## config.mk

```make
export PLATFORM = sky130hd
export DESIGN_NAME = hazard_ctrl_unit_flat
export DESIGN_NICKNAME = d
export VERILOG_FILES = /design/src/rtl/hazard_pkg.sv /design/src/rtl/hazard_ctrl_unit_if.sv /design/src/rtl/fwd_match.sv /design/src/rtl/hazard_ctrl_unit.sv /design/src/flat_wrapper.sv
export SDC_FILE = /design/constraint.sdc
export NUM_CORES = 1
export LEC_CHECK = 0
export ABC_AREA = 1
export ABC_CLOCK_PERIOD_IN_PS = 2300
export CAP_MARGIN = 5
export CORE_UTILIZATION = 50
export CTS_BUF_LIST = sky130_fd_sc_hd__clkbuf_8 sky130_fd_sc_hd__clkbuf_16
export CTS_CLUSTER_SIZE = 8
export DETAILED_ROUTE_END_ITERATION = 10
export PLACE_DENSITY = 0.78
export SYNTH_ARGS = -nofsm -noshare
export SYNTH_HDL_FRONTEND = slang
export SYNTH_SLANG_ARGS = --single-unit
```

## constraint.sdc

```tcl
create_clock -name clk -period 2.3 [get_ports clk]
set_input_delay 0.46 -clock clk [delete_from_list [all_inputs] [get_ports clk]]
set_output_delay 0.46 -clock clk [all_outputs]
set_load 0.005 [all_outputs]
```

## src/rtl/hazard_pkg.sv

```systemverilog
// Shared encodings and defaults for the pipeline hazard/forwarding controller.
package hazard_pkg;

  localparam int unsigned FWD_RF      = 0;
  localparam int unsigned STG_EX      = 0;
  localparam int unsigned STG_MEM     = 1;
  localparam int unsigned STG_WB      = 2;
  localparam int unsigned MUL_LAT_DEF = 2;
  localparam int unsigned DIV_LAT_DEF = 33;

  typedef struct packed {
    logic stall_if;
    logic stall_id;
    logic bubble_ex;
    logic freeze_back;
  } stall_ctrl_t;

  // Memory stall freezes the whole back end; a hazard alone only bubbles EX.
  function automatic stall_ctrl_t stall_decode(input logic mem_stall, input logic hz);
    stall_ctrl_t s;
    s = '0;
    if (mem_stall) begin
      s.stall_if    = 1'b1;
      s.stall_id    = 1'b1;
      s.freeze_back = 1'b1;
    end else if (hz) begin
      s.stall_if  = 1'b1;
      s.stall_id  = 1'b1;
      s.bubble_ex = 1'b1;
    end
    return s;
  endfunction

endpackage

```

## src/rtl/hazard_ctrl_unit_if.sv

```systemverilog
// ID-stage operand/producer bus between the pipeline and the hazard controller.
interface hazard_ctrl_unit_if #(
  parameter int unsigned NUM_FWD = 3,
  parameter int unsigned REG_AW  = 5,
  parameter int unsigned PERF_W  = 32
);
  localparam int unsigned FSEL_W = $clog2(NUM_FWD + 1);

  logic [REG_AW-1:0]         id_rs;
  logic [REG_AW-1:0]         id_rt;
  logic                      id_use_rs;
  logic                      id_use_rt;
  logic                      id_hilo_rd;
  logic                      id_md_start;
  logic                      id_md_div;
  logic [NUM_FWD-1:0]        fwd_wen;
  logic [NUM_FWD*REG_AW-1:0] fwd_waddr;
  logic [NUM_FWD-1:0]        fwd_ready;
  logic                      mem_stall;
  logic [FSEL_W-1:0]         id_fwd_a;
  logic [FSEL_W-1:0]         id_fwd_b;
  logic                      stall_if;
  logic                      stall_id;
  logic                      bubble_ex;
  logic                      freeze_back;
  logic                      md_busy;
  logic [PERF_W-1:0]         stall_cnt;

  modport master (
    output id_rs, id_rt, id_use_rs, id_use_rt, id_hilo_rd, id_md_start, id_md_div,
           fwd_wen, fwd_waddr, fwd_ready, mem_stall,
    input  id_fwd_a, id_fwd_b, stall_if, stall_id, bubble_ex, freeze_back, md_busy, stall_cnt
  );

  modport slave (
    input  id_rs, id_rt, id_use_rs, id_use_rt, id_hilo_rd, id_md_start, id_md_div,
           fwd_wen, fwd_waddr, fwd_ready, mem_stall,
    output id_fwd_a, id_fwd_b, stall_if, stall_id, bubble_ex, freeze_back, md_busy, stall_cnt
  );

endinterface

```

## src/rtl/fwd_match.sv

```systemverilog
// Single-operand priority matcher: youngest writing stage wins, not-ready winner is a hazard.
module fwd_match
  import hazard_pkg::*;
#(
  parameter int unsigned NUM_FWD = 3,
  parameter int unsigned REG_AW  = 5,
  parameter int unsigned FSEL_W  = $clog2(NUM_FWD + 1)
) (
  input  logic [REG_AW-1:0]         src_i,
  input  logic                      use_i,
  input  logic [NUM_FWD-1:0]        wen_i,
  input  logic [NUM_FWD*REG_AW-1:0] waddr_i,
  input  logic [NUM_FWD-1:0]        ready_i,
  output logic [FSEL_W-1:0]         sel_o,
  output logic                      hazard_o
);

  logic found;

  always_comb begin
    sel_o    = FSEL_W'(FWD_RF);
    hazard_o = 1'b0;
    found    = 1'b0;
    for (int k = 0; k < NUM_FWD; k++) begin
      if (!found && use_i && (src_i != '0) && wen_i[k] &&
          (waddr_i[k*REG_AW +: REG_AW] == src_i)) begin
        found = 1'b1;
        if (ready_i[k]) sel_o = FSEL_W'(k + 1);
        else            hazard_o = 1'b1;
      end
    end
  end

endmodule

```

## src/rtl/hazard_ctrl_unit.sv

```systemverilog
// Hazard/forwarding controller: operand bypass selects, mult/div busy tracking, stall counter.
module hazard_ctrl_unit
  import hazard_pkg::*;
#(
  parameter int unsigned NUM_FWD = 3,
  parameter int unsigned REG_AW  = 5,
  parameter int unsigned MUL_LAT = MUL_LAT_DEF,
  parameter int unsigned DIV_LAT = DIV_LAT_DEF,
  parameter int unsigned CNT_W   = 6,
  parameter int unsigned PERF_W  = 32
) (
  input  logic              clk,
  input  logic              rst,
  hazard_ctrl_unit_if.slave ctrl_io
);

  localparam int unsigned FSEL_W = $clog2(NUM_FWD + 1);

  logic              hazard_a, hazard_b;
  logic              md_hz, hz, md_accept;
  stall_ctrl_t       stall;
  logic [CNT_W-1:0]  md_cnt_d, md_cnt_q;
  logic [PERF_W-1:0] stall_cnt_d, stall_cnt_q;

  fwd_match #(
    .NUM_FWD(NUM_FWD),
    .REG_AW (REG_AW),
    .FSEL_W (FSEL_W)
  ) u_match_a (
    .src_i   (ctrl_io.id_rs),
    .use_i   (ctrl_io.id_use_rs),
    .wen_i   (ctrl_io.fwd_wen),
    .waddr_i (ctrl_io.fwd_waddr),
    .ready_i (ctrl_io.fwd_ready),
    .sel_o   (ctrl_io.id_fwd_a),
    .hazard_o(hazard_a)
  );

  fwd_match #(
    .NUM_FWD(NUM_FWD),
    .REG_AW (REG_AW),
    .FSEL_W (FSEL_W)
  ) u_match_b (
    .src_i   (ctrl_io.id_rt),
    .use_i   (ctrl_io.id_use_rt),
    .wen_i   (ctrl_io.fwd_wen),
    .waddr_i (ctrl_io.fwd_waddr),
    .ready_i (ctrl_io.fwd_ready),
    .sel_o   (ctrl_io.id_fwd_b),
    .hazard_o(hazard_b)
  );

  assign ctrl_io.md_busy = (md_cnt_q != '0);
  assign md_hz           = ctrl_io.md_busy & (ctrl_io.id_hilo_rd | ctrl_io.id_md_start);
  assign hz              = hazard_a | hazard_b | md_hz;
  assign md_accept       = ctrl_io.id_md_start & ~hz & ~ctrl_io.mem_stall;

  assign stall               = stall_decode(ctrl_io.mem_stall, hz);
  assign ctrl_io.stall_if    = stall.stall_if;
  assign ctrl_io.stall_id    = stall.stall_id;
  assign ctrl_io.bubble_ex   = stall.bubble_ex;
  assign ctrl_io.freeze_back = stall.freeze_back;
  assign ctrl_io.stall_cnt   = stall_cnt_q;

  // The divider runs on its own, so the countdown continues through memory stalls.
  always_comb begin
    md_cnt_d = md_cnt_q;
    if (md_accept) begin
      md_cnt_d = ctrl_io.id_md_div ? CNT_W'(DIV_LAT) : CNT_W'(MUL_LAT);
    end else if (md_cnt_q != '0) begin
      md_cnt_d = md_cnt_q - 1'b1;
    end
  end

  always_comb begin
    stall_cnt_d = stall_cnt_q;
    if (!ctrl_io.mem_stall && hz && (stall_cnt_q != '1)) begin
      stall_cnt_d = stall_cnt_q + 1'b1;
    end
  end

  always_ff @(posedge clk) begin
    if (rst) begin
      md_cnt_q    <= '0;
      stall_cnt_q <= '0;
    end else begin
      md_cnt_q    <= md_cnt_d;
      stall_cnt_q <= stall_cnt_d;
    end
  end

endmodule

```

## src/flat_wrapper.sv

```systemverilog
// flat-port wrapper written by rule: the top's interface ports become plain ports
module hazard_ctrl_unit_flat import hazard_pkg::*;
#(
  parameter int unsigned NUM_FWD = 3,
  parameter int unsigned REG_AW  = 5,
  parameter int unsigned MUL_LAT = MUL_LAT_DEF,
  parameter int unsigned DIV_LAT = DIV_LAT_DEF,
  parameter int unsigned CNT_W   = 6,
  parameter int unsigned PERF_W  = 32
)
  (clk, rst, ctrl_io_id_rs, ctrl_io_id_rt, ctrl_io_id_use_rs, ctrl_io_id_use_rt, ctrl_io_id_hilo_rd, ctrl_io_id_md_start, ctrl_io_id_md_div, ctrl_io_fwd_wen, ctrl_io_fwd_waddr, ctrl_io_fwd_ready, ctrl_io_mem_stall, ctrl_io_id_fwd_a, ctrl_io_id_fwd_b, ctrl_io_stall_if, ctrl_io_stall_id, ctrl_io_bubble_ex, ctrl_io_freeze_back, ctrl_io_md_busy, ctrl_io_stall_cnt);
  hazard_ctrl_unit_if #(.NUM_FWD(NUM_FWD), .REG_AW(REG_AW), .PERF_W(PERF_W)) ctrl_io_i ();
  input  logic clk;
  input  logic rst;
  input wire logic [$bits(ctrl_io_i.id_rs)-1:0] ctrl_io_id_rs;
  input wire logic [$bits(ctrl_io_i.id_rt)-1:0] ctrl_io_id_rt;
  input wire logic [$bits(ctrl_io_i.id_use_rs)-1:0] ctrl_io_id_use_rs;
  input wire logic [$bits(ctrl_io_i.id_use_rt)-1:0] ctrl_io_id_use_rt;
  input wire logic [$bits(ctrl_io_i.id_hilo_rd)-1:0] ctrl_io_id_hilo_rd;
  input wire logic [$bits(ctrl_io_i.id_md_start)-1:0] ctrl_io_id_md_start;
  input wire logic [$bits(ctrl_io_i.id_md_div)-1:0] ctrl_io_id_md_div;
  input wire logic [$bits(ctrl_io_i.fwd_wen)-1:0] ctrl_io_fwd_wen;
  input wire logic [$bits(ctrl_io_i.fwd_waddr)-1:0] ctrl_io_fwd_waddr;
  input wire logic [$bits(ctrl_io_i.fwd_ready)-1:0] ctrl_io_fwd_ready;
  input wire logic [$bits(ctrl_io_i.mem_stall)-1:0] ctrl_io_mem_stall;
  output wire logic [$bits(ctrl_io_i.id_fwd_a)-1:0] ctrl_io_id_fwd_a;
  output wire logic [$bits(ctrl_io_i.id_fwd_b)-1:0] ctrl_io_id_fwd_b;
  output wire logic [$bits(ctrl_io_i.stall_if)-1:0] ctrl_io_stall_if;
  output wire logic [$bits(ctrl_io_i.stall_id)-1:0] ctrl_io_stall_id;
  output wire logic [$bits(ctrl_io_i.bubble_ex)-1:0] ctrl_io_bubble_ex;
  output wire logic [$bits(ctrl_io_i.freeze_back)-1:0] ctrl_io_freeze_back;
  output wire logic [$bits(ctrl_io_i.md_busy)-1:0] ctrl_io_md_busy;
  output wire logic [$bits(ctrl_io_i.stall_cnt)-1:0] ctrl_io_stall_cnt;
  assign ctrl_io_i.id_rs = ctrl_io_id_rs;
  assign ctrl_io_i.id_rt = ctrl_io_id_rt;
  assign ctrl_io_i.id_use_rs = ctrl_io_id_use_rs;
  assign ctrl_io_i.id_use_rt = ctrl_io_id_use_rt;
  assign ctrl_io_i.id_hilo_rd = ctrl_io_id_hilo_rd;
  assign ctrl_io_i.id_md_start = ctrl_io_id_md_start;
  assign ctrl_io_i.id_md_div = ctrl_io_id_md_div;
  assign ctrl_io_i.fwd_wen = ctrl_io_fwd_wen;
  assign ctrl_io_i.fwd_waddr = ctrl_io_fwd_waddr;
  assign ctrl_io_i.fwd_ready = ctrl_io_fwd_ready;
  assign ctrl_io_i.mem_stall = ctrl_io_mem_stall;
  assign ctrl_io_id_fwd_a = ctrl_io_i.id_fwd_a;
  assign ctrl_io_id_fwd_b = ctrl_io_i.id_fwd_b;
  assign ctrl_io_stall_if = ctrl_io_i.stall_if;
  assign ctrl_io_stall_id = ctrl_io_i.stall_id;
  assign ctrl_io_bubble_ex = ctrl_io_i.bubble_ex;
  assign ctrl_io_freeze_back = ctrl_io_i.freeze_back;
  assign ctrl_io_md_busy = ctrl_io_i.md_busy;
  assign ctrl_io_stall_cnt = ctrl_io_i.stall_cnt;
  hazard_ctrl_unit #(.NUM_FWD(NUM_FWD), .REG_AW(REG_AW), .MUL_LAT(MUL_LAT), .DIV_LAT(DIV_LAT), .CNT_W(CNT_W), .PERF_W(PERF_W)) u_core (.clk(clk), .rst(rst), .ctrl_io(ctrl_io_i));
endmodule
```

; Yosys cells after proc, flatten, opt, wreduce, memory -nomap -nowiden
; Index checks and enable logic that the tools add are counted.
[op_classes]
addsub = 2
n_eq_ne = 7
mux = 33
bitwise = 8
n_reduce_logical = 33
[op_table]
columns = cell, n
row1 = "adder 32 x 1 -> 32 bit, second input constant", 1
row2 = "!= test 32 bit, second input constant", 1
row3 = == test 5 bit, 6
row4 = logical AND 1 bit, 24
row5 = 2-to-1 mux 1 bit, 20
row6 = 2-to-1 mux 2 bit, 9
row7 = 2-to-1 mux 6 bit, 3
row8 = nonzero test 5 bit, 2
row9 = nonzero test 6 bit, 1
row10 = "subtractor 6 x 1 -> 6 bit, second input constant", 1
row11 = logical NOT 1 bit, 5
row12 = AND 1 bit, 3
row13 = 2-to-1 mux 3 bit, 1
row14 = OR 1 bit, 3
row15 = NOT 1 bit, 2
row16 = nonzero test 2 bit, 1
[totals]
regBits = 38
inputBits = 39
elab_cells = 85

; Logic depth before layout (Yosys ltp)
; Gate-level depths: netlist of the first run.
[logic_depth]
depth_word = 23
depth_mapped = 17
depth_no_buf = 16

; Hierarchy
; From an unflattened synthesis of the first run, not the netlist that was laid out.
[hier_totals]
cells_unflattened = 587
area_unflattened_um2 = 3390.8
[modules_own_cells]
columns = module, n_inst, cells_per_inst, area_each_um2
row1 = hazard_ctrl_unit, 1, 407, 2637.5
row2 = fwd_match, 2, 90, 376.6

; Least setup slack after synthesis of the first run
; OpenSTA, ideal clock, no wires.
[synth_path]
path_kind = register -> output
from = register u_core.md_cnt_q[0]
to = output port ctrl_io_stall_if
arrival_time_ns = 1.580
t_required_ns = 1.840
setup_slack_ns = 0.260
path_stages_with_launch = 12
cell_sequence = dfxtp_1 -> inv_1 -> ha_1 -> nand2_1 -> nor2_2 -> nand3_2 -> o21ai_0 -> a21boi_1 -> nand2_1 -> nor2_1 -> nand2_1 -> buf_4
[synth_via]
elab_chain_cells = 5
[synth_lines]
columns = item, line
row1 = from (decl), hazard_ctrl_unit.sv:22  ; logic [CNT_W-1:0] md_cnt_d, md_cnt_q;
row2 = from (signal assigned), hazard_ctrl_unit.sv:87  ; md_cnt_q <= md_cnt_d;
row3 = nonzero test 6 bit, hazard_ctrl_unit.sv:53  ; assign ctrl_io.md_busy = (md_cnt_q != '0);
row4 = net ctrl_io_md_busy, flat_wrapper.sv:32  ; output wire logic [$bits(ctrl_io_i.md_busy)-1:0] ctrl_io_md_busy;
row5 = AND 1 bit, hazard_ctrl_unit.sv:54  ; assign md_hz = ctrl_io.md_busy & (ctrl_io.id_hilo_rd | ctrl_io.id_md_start);
row6 = OR 1 bit, hazard_ctrl_unit.sv:55  ; assign hz = hazard_a | hazard_b | md_hz;
row7 = 2-to-1 mux 3 bit, hazard_pkg.sv:26  ; end else if (hz) begin
row8 = 2-to-1 mux 2 bit, hazard_pkg.sv:22  ; if (mem_stall) begin
row9 = to (decl), flat_wrapper.sv:28  ; output wire logic [$bits(ctrl_io_i.stall_if)-1:0] ctrl_io_stall_if;
; The timed path passes the listed nets, and every way through them passes these cells.

; Final worst setup path of the first run
[layout_path]
from = input port ctrl_io_id_rt[0]
to = output port ctrl_io_id_fwd_b[0]
[layout_via]
elab_chain_cells = 17
elab_cells_between_ends = 24
[layout_lines]
columns = item, line
row1 = from (decl), flat_wrapper.sv:16  ; input wire logic [$bits(ctrl_io_i.id_rt)-1:0] ctrl_io_id_rt;
row2 = nonzero test 5 bit, fwd_match.sv:25  ; if (!found && use_i && (src_i != '0) && wen_i[k] &&
row3 = logical AND 1 bit (3 in a row), fwd_match.sv:25
row4 = 2-to-1 mux 1 bit, fwd_match.sv:25
row5 = logical NOT 1 bit, fwd_match.sv:25
row6 = logical AND 1 bit (4 in a row), fwd_match.sv:25
row7 = 2-to-1 mux 1 bit, fwd_match.sv:25
row8 = logical NOT 1 bit, fwd_match.sv:25
row9 = logical AND 1 bit (4 in a row), fwd_match.sv:25
row10 = 2-to-1 mux 2 bit (*), fwd_match.sv:25
row11 = to (decl), flat_wrapper.sv:27  ; output wire logic [$bits(ctrl_io_i.id_fwd_b)-1:0] ctrl_io_id_fwd_b;
; Every way passes the cells marked *; elsewhere a longest branch is shown, timed or not.

==> reports/qor.txt, run 1 <==
Die H: 82.0 um
Vias per std cell: 5.52
Worst-margin pin slew: 562 ps
Maximum Capacitance Violations: 0
Syn-to-layout area delta: 46.8%
Worst EP arrival: 1840 ps
Worst-path fanout max: 5
CTS sink count: 38
Total number of vias: 3988
Max-slew headroom: 0.622
Simple-Gate Fraction of Synth Area: 0.448
Logic pwr share: 0.404
Hold Path Class: register to register
Leak: 2.01 nW
Cells after Synth: 538
Largest net degree at the start of global routing: 33
Sequential fraction of the synthesis area: 0.238
Port bufs: 79
Clk root buf: clkbuf_8
Adder-Cell Fraction of Synth Area: 0.00783
First-pass GRT wire length: 15.8 mm
Fmax: 435 MHz
1st-pass router iterations: 5
Starting Density: 0.527
Max clock buf depth: 2
#FFs+latches synth: 38
Final Instance Count excl. Fillers: 722
Fraction of layout instances using a drive strength above 1: 0.311
Sw Share: 0.351
Final Hold Viols: 0
Seq pwr share: 0.306
Peak VDD IR: 553 uV
Compound-Gate Fraction of Synth Area: 0.103
Drc violations: 0
Crit path kind: input pin to output port
Yosys cell types: 30
Final setup vio count: 0
Multiplexer area fraction after synthesis: 0
Period utilisation layout: 0.999
Pwr Density: 520 mW/mm^2
Inserted Diodes: 0
TritonCTS buffer count: 5
Num rows: 28
Gr usage total: 0.305
Reg clk slew, reported paths: 90 ps
Initial DRC count: 189
Sequential Area: 766 um^2
Pins Over Slew Limit: 0
Die area: 0.00672 mm^2
Initial antenna violation count: 0
Critical path launch point type: input pin
Number of H-tree levels: 2
Worst skew pair latency: 310 ps
Sw Pwr: 0.857 mW
Synth Warn #: 0
Vias in the first global route: 3581
Setup Slack @ Placement: -686 ps
Post-synth design cell area: 0.00320 mm^2
CTS tree: yes
Post-Syn Area per Cell: 5.94 um^2
Pint: 1.58 mW
Endpoint type of the worst setup path: output port
Floorplan Core Area: 0.00606 mm^2
DR WL/cell: 14.7 um
Final Wtd Congestion: 0.940
Placed Area: 0.00411 mm^2
Drt total wl: 10.6 mm
Clock power share: 0.290
Syn nets: 579
Multi-input gate area: 0.00233 mm^2
Crit path time final: 2300 ps
Design area: 0.00469 mm^2
Antenna viol nets, final: 0
FILL cells: 471
Nets@finish: 687
Post-DP HPWL: 7.39 mm
Largest family of logic cells by synthesized area: simple AND/OR/NAND/NOR gates
Final Skew: 6.71 ps
Final worst setup slack: 3.29 ps
I/O Pins: 80
Hold_buf cts: 0
Chip Width: 82.0 um
Status: finished clean
Gr ovfl total: 0
Post-Synth XOR/XNOR Area: 0.0904
Crit path required time: 1840 ps
Cells after DPL: 694
kinds of logic (layout without fill, tap and decap cells):
kind of cell               count (synthesis)  after routing
AOI/OAI and AO/OA                         57             57
xor gates and xnor gates                  33             33
adders and majority gates                  2              2
buffers and inverters                     81            189
DFF                                       38             38
and+or+nand+nor                          327            328
per-stage QoR:
step	total power [mW]	util	hold WS [ps]	setup TNS [ps]
4_1_cts	2.28	0.708	500	-471
6_report	2.44	0.775	490	0
2_1_floorplan	1.29	-	458	0
3_3_place_gp	1.55	0.678	476	-20870
5_1_grt	2.57	0.775	518	-181
3_5_place_dp	1.57	0.678	486	-21010
power by group through the flow:
stage	combinational [mW]	clock, mW	sequential (mW)
detailed placement	0.815	0	0.753
floorplan	0.541	0	0.747
CTS	0.820	0.714	0.741
finish	0.986	0.708	0.748
global route	1.08	0.736	0.752
global placement	0.799	0	0.749
Yosys cell counts, drive strengths merged:
cell | instances | area (um^2)
nor2 | 50 | 203
ha | 2 | 25.0
a211oi | 3 | 22.5
o211ai | 2 | 15.0
buf | 12 | 95.1
clkbuf | 5 | 18.8
xnor2 | 6 | 52.6
nand4 | 9 | 56.3
nor3 | 21 | 110
o21ai | 6 | 30.0
or2 | 1 | 6.26
dfxtp | 38 | 761
xor2 | 27 | 236
nand3 | 52 | 280
a21oi | 45 | 255
nand2 | 186 | 727
a21boi | 1 | 7.51
nor4 | 8 | 50.1
inv | 64 | 245
flip-flops by register name (all words and copies together) (netlist names):
name,count
u_core.ctrl_io.stall_cnt,32
u_core.md_cnt_q,6
what timing repair did:
| item | 4_1_cts | 5_1_grt |
|---|---|---|
| resized for setup | 97 | 198 |
| setup buffers | 10 | 10 |
| pin swaps | 20 | 58 |
| gates cloned | 0 | 1 |
| endpoints found under the setup margin | 39 | 43 |
metal layers:
metal,up-vias,GRT usage,wire (um)
met5,-,0,0
met4,0,0.132,328
met3,39,0.0422,788
met2,172,0.540,5240
met1,1829,0.365,4290
li1,1948,-,-
placed cells by master, fill, tap and decap left out, drive strengths merged, types with 6 or more instances in the layout:
master / n
a21oi: 45
buf: 64
clkbuf: 12
clkdlybuf4s50: 42
dfxtp: 38
inv: 64
nand2: 187
nand3: 52
nand4: 9
nor2: 50
nor3: 21
nor4: 8
o21ai: 6
xnor2: 6
xor2: 27
critical path, stage by stage:
cell     delay [ps]
buf_8           100
inv_6            30
nand2_2          50
nand2_1          40
nor2_1          100
nand2_1          70
nor2_2          140
nor2_2           70
buf_4           140
buf_4           130
buf_4           120
buf_4           130
nand3_2          70
o21ai_1          70
buf_2           120
worst paths after layout:
| check | cells after the start | slack [ps] | from | to |
|---|---|---|---|---|
| hold / removal | 1 | 490 | u_core.md_cnt_q[3] | u_core.md_cnt_q[3] |
| setup reg to reg | 11 | 150 | u_core.ctrl_io.stall_cnt[0] | u_core.ctrl_io.stall_cnt[1] |
| hold reg to reg | 1 | 490 | u_core.md_cnt_q[3] | u_core.md_cnt_q[3] |
| setup / recovery | 15 | 3 | ctrl_io_id_rt[0] | ctrl_io_id_fwd_b[0] |
final cells by class:
type / instances / share of cell area
clock buffer: 5 / 0.0147
clock inverter: 3 / 0.0147
inverter: 64 / 0.0597
multi-input combinational: 420 / 0.495
sequential: 38 / 0.163
tap: 75 / 0.0200
timing repair buffer: 117 / 0.232
(Power assumes the default switching activity.)
==> run 2, diff against run 1 <==
--- a/config.mk
+++ b/config.mk
@@ -8,11 +8,11 @@
 export ABC_AREA = 1
 export ABC_CLOCK_PERIOD_IN_PS = 2300
 export CAP_MARGIN = 5
-export CORE_UTILIZATION = 50
-export CTS_BUF_LIST = sky130_fd_sc_hd__clkbuf_8 sky130_fd_sc_hd__clkbuf_16
+export CORE_UTILIZATION = 52
+export CTS_BUF_LIST = sky130_fd_sc_hd__clkbuf_8
 export CTS_CLUSTER_SIZE = 8
 export DETAILED_ROUTE_END_ITERATION = 10
-export PLACE_DENSITY = 0.78
+export PLACE_DENSITY = 0.81
 export SYNTH_ARGS = -nofsm -noshare
 export SYNTH_HDL_FRONTEND = slang
 export SYNTH_SLANG_ARGS = --single-unit
==> constraint.sdc (replaced) <==
create_clock -name clk -period 2.3 [get_ports clk]
set_input_delay 0.345 -clock clk [delete_from_list [all_inputs] [get_ports clk]]
set_output_delay 0.345 -clock clk [all_outputs]
set_load 0.05 [all_outputs]
==> run 2 against run 1 <==
Effect of this change:
- clock-buffer cell count grew 1
- maximum frequency rose by 0.28%
- setup slack better by 6.5 ps
- worst hold slack improved by 14 ps
- power rose by 8.9%
- die area shrank 3.8%
- largest power group unchanged
- sequential cell count did not move
- via count up 0.65%
- first-iteration DRC count increased by 17%
- combinational power grew 33%
==> reports/qor.txt, run 2 (synthesized netlist as in run 1, its figures left out) <==
Worst skew pair latency: 290 ps
Worst-margin pin slew: 567 ps
First-pass GRT wire length: 16.4 mm
R2R Setup Slk: 110 ps
CTS sink count: 38
Final Skew: 11.6 ps
Chip Width: 80.4 um
Hold depth: 1
Final Wtd Congestion: 0.976
Starting Density: 0.540
Number of H-tree levels: 2
FF-to-FF path depth: 11
Largest net degree at the start of global routing: 33
Hold Crit Endpoint: u_core.md_cnt_q[3]
Hold Path Class: register to register
Most frequent cells in the layout: nand2_1 (175), inv_1 (46), nand3_1 (44), clkdlybuf4s50_1 (44)
Pins Over Slew Limit: 0
DR WL/cell: 15.5 um
Pwr Density: 580 mW/mm^2
Clk root buf: clkbuf_8
Floorplan Core Area: 0.00592 mm^2
CTS tree: yes
Max-slew headroom: 0.621
Peak VDD IR: 857 uV
Worst EP arrival: 2520 ps
Gr ovfl total: 0
1st-pass router iterations: 5
Die area: 0.00646 mm^2
Max FFs per register: 32
Worst-path fanout max: 5
CP Launch Point: ctrl_io_id_rt[3]
Vias in the first global route: 3730
Initial antenna violation count: 0
Crit path time final: 2290 ps
Most common cell after layout, fill and taps aside: nand2_1
Period utilisation layout: 0.996
Crit path kind: input pin to register
Initial DRC count: 222
I/O Pins: 80
Vias per std cell: 5.56
Syn-to-layout area delta: 43.4%
Hold slack final: 504 ps
Critical path launch point type: input pin
Status: finished clean
Endpoint type of the worst setup path: register
RR Startpoint: u_core.ctrl_io.stall_cnt[1]
Max clock buf depth: 2
Overall Power: 2.66 mW
Inserted Diodes: 0
Maximum Capacitance Violations: 0
Antenna viol nets, final: 0
Worst Hold Launch: u_core.md_cnt_q[3]
Total number of vias: 4014
Hold_buf cts: 0
TritonCTS buffer count: 5
Post-DP HPWL: 7.71 mm
Reg clk slew, reported paths: 80 ps
Drc violations: 0
Fmax: 437 MHz
Die H: 80.4 um
Port bufs: 79
Num rows: 28
Crit path required time: 2530 ps
Leak: 2.04 nW
Fraction of layout instances using a drive strength above 1: 0.193
Nets@finish: 688
FF-to-FF End: u_core.ctrl_io.stall_cnt[2]
Final setup vio count: 0
Gr usage total: 0.326
Final Hold Viols: 0
Drt total wl: 11.2 mm
[run 2: cell types whose count changed in the layout (fill, tap and decap cells not counted), sizes merged]
cell	change
clkdlybuf4s50	+2
bufinv	-1
clkdlybuf4s15	+4
clkinv	-1
clkbuf	-3
dlygate4sd2	+15
buf	-16
[run 2: worst max-delay path, stage by stage]
cell and delay, ps:
clkdlybuf4s15_1 270, nor2_1 140, nand3_1 90, nand2_1 90
inv_1 80, nand3_2 150, nand2_4 80, buf_4 140
buf_4 120, buf_4 120, buf_4 120, nand2_1 60
nand2_1 70, nor2_1 140, nand4_1 200, nand2_1 130
nand2_1 60, a21oi_2 110
[run 2: final cells by class]
type | count | area (um^2)
fillers | 453 | 1340
inverters | 64 | 248
multi-input cells | 420 | 2230
well taps | 75 | 93.8
clock buffers | 6 | 82.6
clock inverters | 1 | 30.0
repair buffers | 118 | 1140
flip-flops and latches | 38 | 761
[run 2: per-layer routing]
layer  part of all wire  GRT usage  vias up
met5                  0          0        -
met4              0.045      0.155        0
met3              0.066     0.0568       51
met2               0.50      0.603      192
met1               0.38      0.353     1828
li1                   -          -     1943
[run 2: timing repair]
item,4_1_cts,5_1_grt
cloned,0,1
hold endpoints to repair,0,0
pin swaps,13,14
buffers inserted,16,2
setup endpoints to repair,6,41
resized for setup,38,37
[run 2: power breakdown]
part	internal [mW]	total [mW]	switching, mW	leakage (nW)
Clock	0.347	0.595	0.247	0.0573
Combinational	0.575	1.31	0.739	1.67
Sequential	0.704	0.750	0.0460	0.308
[run 2: through the flow]
stage                util  cell area [um^2]  setup slack, ps  std cells  setup TNS [ps]
floorplan               -              3210             23.4        538               0
global placement    0.713              4220             -258        696           -6700
detailed placement  0.713              4220             -276        696           -8290
CTS                 0.753              4460             6.96        719               0
global route        0.774              4580             -208        722           -1700
finish              0.774              4580             9.77        722               0
[run 2: worst max path at each step]
stage	to	slack, ps	cells after the start
after floorplan	ctrl_io_stall_if	20	11
after global placement	ctrl_io_stall_id	-260	12
after detailed placement	u_core.ctrl_io.stall_cnt[25]	-280	16
after CTS	ctrl_io_bubble_ex	7	15
after global routing	u_core.md_cnt_q[1]	-210	18
final	u_core.md_cnt_q[1]	10	18
==> run 3, diff against run 2 <==
--- a/config.mk
+++ b/config.mk
@@ -8,6 +8,7 @@
 export ABC_AREA = 1
 export ABC_CLOCK_PERIOD_IN_PS = 2300
 export CAP_MARGIN = 5
+export CORE_MARGIN = 2
 export CORE_UTILIZATION = 52
 export CTS_BUF_LIST = sky130_fd_sc_hd__clkbuf_8
 export CTS_CLUSTER_SIZE = 8
==> run 3 against run 2 <==
Effect of this change:
- utilization fell by 2.0 points
- clock power rose by 2%
- largest power group unchanged
- register-to-register slack improved by 80 ps
- via count fell by 2.7%
- combinational power fell by 11%
- cell count fell by 2.2%
- final area fell by 2.6%
- largest cell class unchanged
- sequential power barely moved
- critical endpoint is now ctrl_io_stall_id
==> reports/qor.txt, run 3 (synthesized netlist as in run 1, its figures left out) <==
Status: finished clean
Final Hold Viols: 0
Worst-path fanout max: 3
1st-pass router iterations: 5
Worst-margin pin slew: 665 ps
Inserted Diodes: 0
Final core utilization: 0.754
TritonCTS buffer count: 5
Die area: 0.00679 mm^2
I/O Pins: 80
Gr ovfl total: 0
Placed Area: 0.00421 mm^2
Total number of vias: 3906
Reg clk slew, reported paths: 90 ps
Hold_buf cts: 0
Critical path launch point type: register
Crit path time final: 2280 ps
Period utilisation layout: 0.993
Initial DRC count: 207
Crit path kind: register to output port
DR WL/cell: 15.1 um
Peak VDD IR: 842 uV
Vias per std cell: 5.53
Die H: 82.4 um
Final Wtd Congestion: 0.946
Most common cell after layout, fill and taps aside: nand2_1
Vias in the first global route: 3494
Max-slew headroom: 0.555
Floorplan Core Area: 0.00592 mm^2
Endpoint type of the worst setup path: output port
Max FFs per register: 32
Most frequent cells in the layout: nand2_1 (174), inv_1 (45), nand3_1 (45)
Pins Over Slew Limit: 0
Fmax: 438 MHz
Design area: 0.00447 mm^2
Final setup vio count: 0
Leak: 1.94 nW
Pwr Density: 565 mW/mm^2
Post-DP HPWL: 7.82 mm
Initial antenna violation count: 0
Max clock buf depth: 2
Port bufs: 79
Overall Power: 2.52 mW
Worst skew pair latency: 300 ps
FILL cells: 460
Maximum Capacitance Violations: 0
Drt total wl: 10.7 mm
Num rows: 28
Starting Density: 0.540
Syn-to-layout area delta: 39.7%
Fraction of layout instances using a drive strength above 1: 0.171
Nets@finish: 672
Chip Width: 82.4 um
Largest net degree at the start of global routing: 33
Gr usage total: 0.302
Crit path required time: 1960 ps
First-pass GRT wire length: 15.8 mm
Antenna viol nets, final: 0
Unrepaired setup endpoints after global routing: yes
Worst EP arrival: 1940 ps
Number of H-tree levels: 2
Clk root buf: clkbuf_8
CTS sink count: 38
CTS tree: yes
Hold Path Class: register to register
Drc violations: 0
Final Skew: 13.4 ps
==> run 3: changes by cell type in the layout (fill, tap and decap cells not counted), moves of 2 or more <==
cell | previous run | this run
clkdlybuf4s15_1 | 4 | 2
dfxtp_1 | 38 | 36
o21ai_2 | 2 | 0
buf_4 | 38 | 24
dlygate4sd2_1 | 16 | 20
dfxtp_2 | 0 | 2
nand2_4 | 5 | 2
clkbuf_2 | 3 | 1
nor2_4 | 3 | 6
nor2_2 | 9 | 5
nand2_2 | 6 | 9
==> run 3: path summary, 6_finish.rpt <==
path / cells after the start / from / endpoint / slack [ps]
max: 11 / u_core.md_cnt_q[0] / ctrl_io_stall_id / 20
min: 2 / u_core.ctrl_io.stall_cnt[15] / u_core.ctrl_io.stall_cnt[15] / 520
max reg2reg: 11 / u_core.ctrl_io.stall_cnt[0] / u_core.ctrl_io.stall_cnt[25] / 190
min reg2reg: 2 / u_core.ctrl_io.stall_cnt[15] / u_core.ctrl_io.stall_cnt[15] / 520
==> run 3: power breakdown <==
group	total (mW)	internal, mW	switching, mW
logic	1.17	0.468	0.703
registers	0.750	0.707	0.0426
clock network	0.604	0.348	0.256
==> run 3: what timing repair did <==
action,4_1_cts,5_1_grt
cloned,0,0
pin swaps,14,9
endpoints found under the setup margin,6,39
gates resized for setup,45,25
buffers inserted,3,2
==> run 3: stage by stage <==
stage	TNS [ps]	worst slack, ps	std cells	hold WS, ps
after floorplan	0	23.4	538	459
after global placement	-6420	-199	694	471
after detailed placement	-6800	-266	694	501
after CTS	0	4.86	704	512
after global routing	-183	-50.8	706	542
final	0	16.9	706	519
==> run 3: worst max-delay path, cell delays in order (launching register included) <==
cell,delay [ps]
dfxtp_2,330
inv_2,80
ha_4,140
nand2_2,70
nor2_4,120
nand3_4,100
o21ai_4,80
a21boi_4,240
nand2_2,90
nor2_4,130
nand2_4,90
buf_12,160
==> run 3: metal layers <==
| layer | vias up | track usage | part of all wire | wire length [um] |
|---|---|---|---|---|
| met5 | - | 0 | 0 | 0 |
| met4 | 0 | 0.115 | 0.036 | 380 |
| met3 | 43 | 0.0413 | 0.072 | 766 |
| met2 | 198 | 0.562 | 0.50 | 5310 |
| met1 | 1759 | 0.345 | 0.40 | 4220 |
| li1 | 1906 | - | - | - |
==> run 3: layout make-up <==
class | instances | area, um^2 | share of cell area
multi-input cells | 419 | 2220 | 0.497
repair buffers | 103 | 1030 | 0.231
flip-flops and latches | 38 | 763 | 0.171
inverters | 64 | 248 | 0.0555
well taps | 75 | 93.8 | 0.0210
clock buffers | 6 | 82.6 | 0.0185
clock inverters | 1 | 30.0 | 0.00672
